File: src/rtl/lsu_align.sv
// Load/store alignment between the MEM stage and dmem: aligned accesses pass straight through,
// misaligned ones are split (or trapped when LSU_MISALIGN_TRAP_EN is defined).
module lsu_align #(
    parameter int unsigned XLEN = 32
) (
    input  logic            clk,
    input  logic            rst,
    input  logic            req_valid,
    input  logic            req_we,
    input  logic [XLEN-1:0] req_addr,
    input  logic [XLEN-1:0] req_wdata,
    input  logic [1:0]      req_size,
    input  logic            req_unsigned,
    output logic            stall,
    output logic [XLEN-1:0] load_data,
    output logic            misalign_exc,
    output logic            mem_we,
    output logic [XLEN-1:0] mem_a,
    output logic [XLEN-1:0] mem_wd,
    output logic [1:0]      mem_be,
    input  logic [XLEN-1:0] mem_rd
);

`ifdef LSU_MISALIGN_TRAP_EN
    typedef enum logic {IDLE} state_t;
`else
    typedef enum logic [1:0] {IDLE, LD_HI, ST_BYTES} state_t;
`endif

    state_t          state;
    logic            active;
    logic            aligned;
    logic            misaligned;
    logic [XLEN-1:0] base;

    function automatic logic [XLEN-1:0] extend(input logic [XLEN-1:0] v, input logic [1:0] size,
                                               input logic uns);
        case (size)
            2'b00:   return uns ? {24'b0, v[7:0]}  : {{24{v[7]}}, v[7:0]};
            2'b01:   return uns ? {16'b0, v[15:0]} : {{16{v[15]}}, v[15:0]};
            default: return v;
        endcase
    endfunction

    assign active = req_valid && (req_size != 2'b11);
    assign base   = {req_addr[XLEN-1:2], 2'b00};

    always_comb begin
        case (req_size)
            2'b01:   aligned = (req_addr[1:0] != 2'b11);
            2'b10:   aligned = (req_addr[1:0] == 2'b00);
            default: aligned = 1'b1;
        endcase
    end

    assign misaligned = active && !aligned;

`ifndef LSU_MISALIGN_TRAP_EN
    logic [1:0]        cnt;
    logic [1:0]        last_idx;
    logic [XLEN-1:0]   lo_word;
    logic [2*XLEN-1:0] joined;
    logic [XLEN-1:0]   wshift;

    assign last_idx = (req_size == 2'b10) ? 2'd3 : 2'd1;
    assign joined   = {mem_rd, lo_word} >> {req_addr[1:0], 3'b000};
    assign wshift   = req_wdata >> {cnt, 3'b000};
`endif

    always_ff @(posedge clk or posedge rst) begin
        if (rst) begin
            state <= IDLE;
`ifndef LSU_MISALIGN_TRAP_EN
            cnt     <= '0;
            lo_word <= '0;
`endif
        end else begin
`ifdef LSU_MISALIGN_TRAP_EN
            state <= IDLE;
`else
            case (state)
                IDLE: begin
                    if (misaligned) begin
                        if (req_we) begin
                            state <= ST_BYTES;
                            cnt   <= 2'd1;
                        end else begin
                            lo_word <= mem_rd;
                            state   <= LD_HI;
                        end
                    end
                end
                LD_HI: state <= IDLE;
                ST_BYTES: begin
                    // a dropped request aborts; bytes already stored stay in dmem
                    if (!req_valid || cnt == last_idx) begin
                        state <= IDLE;
                        cnt   <= '0;
                    end else begin
                        cnt <= cnt + 2'd1;
                    end
                end
                default: state <= IDLE;
            endcase
`endif
        end
    end

    always_comb begin
        stall        = 1'b0;
        load_data    = '0;
        misalign_exc = 1'b0;
        mem_we       = 1'b0;
        mem_a        = '0;
        mem_wd       = '0;
        mem_be       = '0;
        if (!rst) begin
            case (state)
                IDLE: begin
                    if (active && aligned) begin
                        mem_a  = req_addr;
                        mem_wd = req_wdata;
                        mem_be = req_size;
                        mem_we = req_we;
                        if (!req_we)
                            load_data = extend(mem_rd >> {req_addr[1:0], 3'b000}, req_size,
                                               req_unsigned);
                    end else if (misaligned) begin
`ifdef LSU_MISALIGN_TRAP_EN
                        misalign_exc = 1'b1;
`else
                        stall = 1'b1;
                        if (req_we) begin
                            mem_a  = req_addr;
                            mem_we = 1'b1;
                            mem_wd = {24'b0, req_wdata[7:0]};
                        end else begin
                            mem_a  = base;
                            mem_be = 2'b10;
                        end
`endif
                    end
                end
`ifndef LSU_MISALIGN_TRAP_EN
                LD_HI: begin
                    if (req_valid) begin
                        mem_a     = base + XLEN'(4);
                        mem_be    = 2'b10;
                        load_data = extend(joined[XLEN-1:0], req_size, req_unsigned);
                    end
                end
                ST_BYTES: begin
                    if (req_valid) begin
                        mem_a  = req_addr + XLEN'(cnt);
                        mem_we = 1'b1;
                        mem_wd = {24'b0, wshift[7:0]};
                        stall  = (cnt != last_idx);
                    end
                end
`endif
                default: ;
            endcase
        end
    end

endmodule

File: config.mk
export PLATFORM = sky130hd
export DESIGN_NAME = lsu_align
export DESIGN_NICKNAME = d
export VERILOG_FILES = /design/src/rtl/lsu_align.sv
export SDC_FILE = /design/constraint.sdc
export NUM_CORES = 1
export LEC_CHECK = 0
export CAP_MARGIN = 25
export CELL_PAD_IN_SITES_DETAIL_PLACEMENT = 1
export CELL_PAD_IN_SITES_GLOBAL_PLACEMENT = 2
export CORE_ASPECT_RATIO = 2
export CORE_MARGIN = 5
export CORE_UTILIZATION = 26
export CTS_BUF_LIST = sky130_fd_sc_hd__clkbuf_2 sky130_fd_sc_hd__clkbuf_4 sky130_fd_sc_hd__clkbuf_8
export CTS_CLUSTER_DIAMETER = 40
export DETAILED_ROUTE_END_ITERATION = 8
export PLACE_DENSITY = 0.89
export SLEW_MARGIN = 15
export SYNTH_ARGS = -nofsm -noshare
export SYNTH_HDL_FRONTEND = slang
export SYNTH_SLANG_ARGS = --single-unit
File: constraint.sdc
create_clock -name clk -period 3.5 [get_ports clk]
set_input_delay 0.875 -clock clk [delete_from_list [all_inputs] [get_ports clk]]
set_output_delay 0.875 -clock clk [all_outputs]
set_load 0.02 [all_outputs]
# Yosys cells after proc, flatten, opt, wreduce, memory -nomap -nowiden
# Index checks and enable logic that the tools add are counted.
# word_totals
ff_bits	36
input_bits	103
output_inout_bits	101
elab_cells	85
# classes
addsub	3
eq_ne	11
shift	3
mux	51
bitwise_logic	1
n_reduce_logical	13
# ops
operator	n
$mux W32	15
$pmux W32 S2	4
$pmux W32 S3	1
$shr A64 B5 Y32	1
$add A32 B2 Y32	1
$add A32 B3 Y32 const B	1
$shr A32 B5 Y32	1
$shr A32 B5 Y8	1
$mux W2	13
$mux W8	3
$pmux W2 S2	3
$ne A2 B2 Y1 const B	5
$mux W1	9
$logic_not A2 Y1	3
$pmux W1 S2	3
$reduce_and A3 Y1	2
$eq A2 B1 Y1 const B	2
$eq A2 B2 Y1 const B	2
$logic_and A1 B1 Y1	3
$add A2 B1 Y2 const B	1
$eq A2 B2 Y1	1
$logic_not A1 Y1	2
$ne A2 B2 Y1	1
$reduce_and A2 Y1	1
3 further kinds	3

# Logic depth before layout (Yosys ltp)
# depth
word_depth	8
ltp_mapped	9
mapped_depth_nobuf	7

# Worst setup path after synthesis
# OpenSTA, ideal clock, no wires.
# synth_path
path_kind	input-to-output
from	in req_size[1]
to	out load_data[16]
t_arrival_ns	2.739
required_time_ns	2.625
path_slack_ns	-0.114
cell_stages	9
n_path_buf	3
cell_sequence	inv_1 ha_1 buf_2 or2_2 clkbuf_1 nor2_1 clkbuf_1 nand2_1 a31oi_1
# synth_between
elab_chain_cells	6
word_cells_on_any_way	14
cone_classes	3 x eq/ne; 8 x mux; 3 x reduce/logical
# synth_lines
item	line	text
start: declaration	12	input logic [1:0] req_size,
$eq A2 B1 Y1 (tied with other cells)	38, 49	
$pmux W32 S2 (tied with other cells)	38	case (size)
$mux W32 / $logic_and A1 B1 Y1 (equally long branches)	125, 120	
$mux W32	120	if (active && aligned) begin
$pmux W32 S2 *	118	case (state)
$mux W32 *	117	if (!rst) begin
end: declaration	15	output logic [XLEN-1:0] load_data,
# Mark *: on every way between the ends. The rest lies on a longest branch, timed or not.

# Final worst setup path
# layout_path
from	in req_addr[0]
to	out load_data[24]
# layout_between
elab_chain_cells	7
word_cells_on_any_way	17
cone_classes	1 x eq/ne; 2 x shift; 12 x mux; 2 x reduce/logical
# layout_lines
item	line	text
start: declaration	10	input logic [XLEN-1:0] req_addr,
$shr A32 B5 Y32	126	load_data = extend(mem_rd >> {req_addr[1:0], 3'b000}, req_size,
$mux W32 (on tied branches)	40, 39	
$pmux W32 S2	38	
$mux W32	125	if (!req_we)
$mux W32	120	
$pmux W32 S2 *	118	
$mux W32 *	117	
# Marks and branches as above.

==> flow_metrics.py <==
metrics = {
    "outcome": {
        "status": "finished, violations left",
        "violations": "negative setup slack",
    },
    "synth": {
        "synth_area_per_cell_sq_um": 8.43,
        "yosys-top-cells-area": "dfrtp_1 (17%), mux4_2 (15%), mux2i_1 (6.7%), mux2_2 (6.5%), a21oi_1 (4.2%)",
        "async_flop_share_pct": 100,
        "synthXorXnorAreaFrac_pct": 0.327,
        "synth_cell_types": 67,
        "yosys_register_bits": 36,
        "synth_top_area_cell": "dfrtp_1",
        "synth_fa_ha_area_share_pct": 2.01,
        "synth-compound-area-share_pct": 24.8,
        "yosysWarnings": 0,
        "ys.flop_type": "dfrtp_1",
        "synthSimpleGateAreaFrac_pct": 22.3,
        "yosys-mux-area-fraction_pct": 28.1,
        "synth_fp_nets": 747,
        "synth_edf_count": 0,
        "synth_top_area_share_pct": 16.8,
        "syn_area_sq_um": 5360,
        "seq_area_frac_synth_pct": 16.8,
        "synth_top_family_by_area": "multiplexers",
        "synth_cells": 636,
    },
    "detailed_routing": {
        "drt_iter0_drc": 376,
        "totalWireLength_um": 31000,
        "wl_met2_um": 17600,
        "postRouteAntennaNets": 0,
        "routed_via_density": 5.76,
        "wl_met1_um": 10200,
        "highest-signal-layer": "met4",
        "vias": 7309,
        "drt_pass1_iterations": 5,
        "wire_per_inst_um": 24.4,
        "route.detailed.drc": 0,
        "routed-wl-met3_um": 1160,
    },
    "timing": {
        "skew_ns": 0.0101,
        "slew-limit-headroom_pct": 57.1,
        "slew_viol_final": 0,
        "tns_ns": -0.233,
        "finalHoldViolCount": 0,
        "worst_pin_slew_ns": 0.641,
        "rsz0062_at_grt": "true",
        "min_period_ns": 3.55,
        "finalCritPeriodShare_pct": 102,
        "setup_slack_ns": -0.0526,
        "fmax_mhz": 281,
        "finalSetupViolCount": 7,
    },
    "worst_setup_path": {
        "ff2ff_path_depth": 6,
        "crit_chain": "buf_12, mux4_2, and3_4, a311oi_4, buf_6, or3_4, a31oi_2, buf_4",
        "critPathLaunchType": "primary input",
        "max_stage_delay_ns": 0.55,
        "cp.buffers_inverters": 3,
        "worstSetupPathType": "primary input to output port",
        "crit_path_top_delay_cell": "mux4_2",
        "required_ns": 2.62,
        "cp-end-kind": "output port",
        "cpLargestDelayFamily": "multiplexers",
        "arrival_ns": 2.68,
        "cp_max_fo": 5,
        "path_depth": 8,
    },
    "grt": {
        "antenna_found_initial": 0,
        "grt_first_pass_wirelength_um": 45800,
        "grt_max_degree": 36,
        "grt.total_usage_pct": 24.5,
        "overflow": 0,
        "grt_pass1_vias": 8045,
    },
    "placed_design": {
        "placed_area_sq_um": 9060,
        "hpwl_um": 23400,
        "dp_cells": 1237,
        "port_buffers": 202,
        "gp_congestion": 1.03,
    },
    "worst_hold_path": {
        "hold_class": "flip-flop to flip-flop",
        "hold_depth": 1,
    },
    "clocking": {
        "clock_latency_ns": 0.32,
        "root_buffer": "clkbuf_8",
        "cts_tree": "done",
        "cts_sinks": 36,
        "clockBufferDepth": 2,
        "cts_buffers": 5,
        "clk_pin_slew_worst_paths_ns": 0.08,
        "htree_levels": 2,
    },
    "final_layout": {
        "multi_input_area_sq_um": 4750,
        "area_growth_pct": 81.1,
        "drive_gt1_share_pct": 50.0,
        "finalNetCount": 1114,
        "antenna_cells": 0,
        "final_cells": 1270,
        "post-route-util_pct": 47.7,
        "fin_area_sq_um": 9710,
        "fill_cells": 2391,
        "seqCellArea_sq_um": 901,
    },
    "power_and_ir_drop": {
        "pwr-share-comb_pct": 58.8,
        "power.total_mw": 2.61,
        "p_per_area_nw_per_um2": 269,
        "p_int_mw": 1.58,
        "clkPwrFrac_pct": 15.4,
        "switchingPower_mw": 1.03,
        "leakage_nw": 4.14,
        "ir_worst_vdd_uv": 286,
        "p_seq_share_pct": 25.8,
        "p_sw_share_pct": 39.5,
    },
    "flow_run": {
        "cap_violations": 0,
    },
    "floorplan": {
        "core_area_sq_um": 20400,
        "die-area_sq_um": 23800,
        "rows": 74,
        "die_x_um": 112,
        "chipHeight_um": 213,
        "io_pins": 204,
        "start_util_pct": 26.3,
    },
}
[worst register-to-register path, cell delays in order (launching register included)]
cell and delay [ns]:
dfrtp_1 0.50, nor2_1 0.20, nand3b_1 0.16, buf_6 0.22, nor4_4 0.23, buf_12 0.25
mux2_2 0.41
[cells in the mapped netlist (2+ instances only)]
cell / number
o2bb2ai_1: 7
buf_1: 2
or2_2: 3
o21ai_0: 32
a211oi_1: 4
a311oi_1: 6
a41oi_1: 8
and4_1: 3
and3_1: 10
o21a_1: 3
buf_4: 6
or3_1: 11
nor4_1: 8
buf_2: 20
nand3_1: 27
nand2b_1: 2
a221oi_1: 5
mux2_2: 31
inv_1: 11
o22a_1: 7
a21o_1: 2
nor2_1: 48
mux2i_1: 36
clkbuf_1: 29
and2_1: 30
ha_1: 7
nand2_1: 41
and3b_1: 3
nand4_1: 6
mux4_2: 35
a22oi_1: 12
nor3_1: 15
nor2b_1: 5
a21oi_1: 45
dfrtp_1: 36
o221ai_1: 12
xnor2_1: 2
a31oi_1: 35
nand3b_1: 3
[layout by cell type (no fill, tap or decap), types with 19 or more instances in the layout]
master	synthesis	routed
buf_2	20	58
nor2_1	48	43
a21oi_1	45	40
mux4_2	35	35
mux2_2	31	31
nand3_1	27	19
dlygate4sd2_1	0	20
buf_4	6	195
o21ai_0	32	27
and2_1	30	28
nand2_1	41	39
buf_6	0	29
clkdlybuf4s50_1	0	64
mux2i_1	36	35
a31oi_1	35	19
dfrtp_1	36	36
[kinds of logic after synthesis]
logic type	after synthesis
xor gates and xnor gates	2
and+or+nand+nor	223
AOI/OAI and AO/OA	195
buffers and inverters	68
adders and majority gates	8
DFF	36
muxes	103
other	1
[path summary, 6_finish.rpt]
check / start / end / slack [ns]
setup / recovery: req_addr[0] / load_data[24] / -0.05
hold / removal: lo_word[0] / lo_word[0] / 0.52
setup reg to reg: state[0] / lo_word[26] / 1.43
hold reg to reg: lo_word[0] / lo_word[0] / 0.52
max in group asynchronous: rst / lo_word[23] / 2.00
min in group asynchronous: rst / state[1] / 0.79
[registers in the layout, summed over array words and instances, names as in the netlist]
| name | count |
|---|---|
| cnt | 2 |
| state | 2 |
| lo_word | 32 |
[metal layers]
metal  global-route usage (%)  vias up
li1                         -     3249
met4                     15.0        0
met1                     23.3     3611
met3                     2.01      126
met5                        0        -
met2                     49.6      323
[final cells by class]
class | instances | share of cell area (%)
Inverter | 11 | 0.425
Sequential cell | 36 | 9.28
Tap cell | 266 | 3.43
Clock buffer | 6 | 0.786
Clock inverter | 2 | 0.361
Timing Repair Buffer | 417 | 36.8
Multi-Input combinational cell | 532 | 49.0
[through the flow]
stage,hold slack (ns),setup WS [ns]
after floorplan,0.476,0.0308
after global placement,0.484,-1.01
after detailed placement,0.503,-1.03
after CTS,0.523,-0.0243
after global routing,0.539,-0.0857
final,0.518,-0.0526
[power groups by stage]
stage          Clock [mW]  Sequential [mW]  Combinational [mW]
6_report            0.403            0.674                1.54
5_1_grt             0.414            0.694                1.63
4_1_cts             0.406            0.672                1.48
3_5_place_dp            0            0.676                1.42
3_3_place_gp            0            0.661                1.39
2_1_floorplan           0            0.632               0.780
[what timing repair did]
item | CTS | global route
endpoints found under the hold margin | 0 | 0
resized for setup | 540 | 128
hold buffers | 0 | 0
setup endpoints to repair | 100 | 91
pin swaps | 33 | 26
buffers inserted | 12 | 8
cloned | 4 | 3
Note: power is estimated with default switching activity, not from simulation.
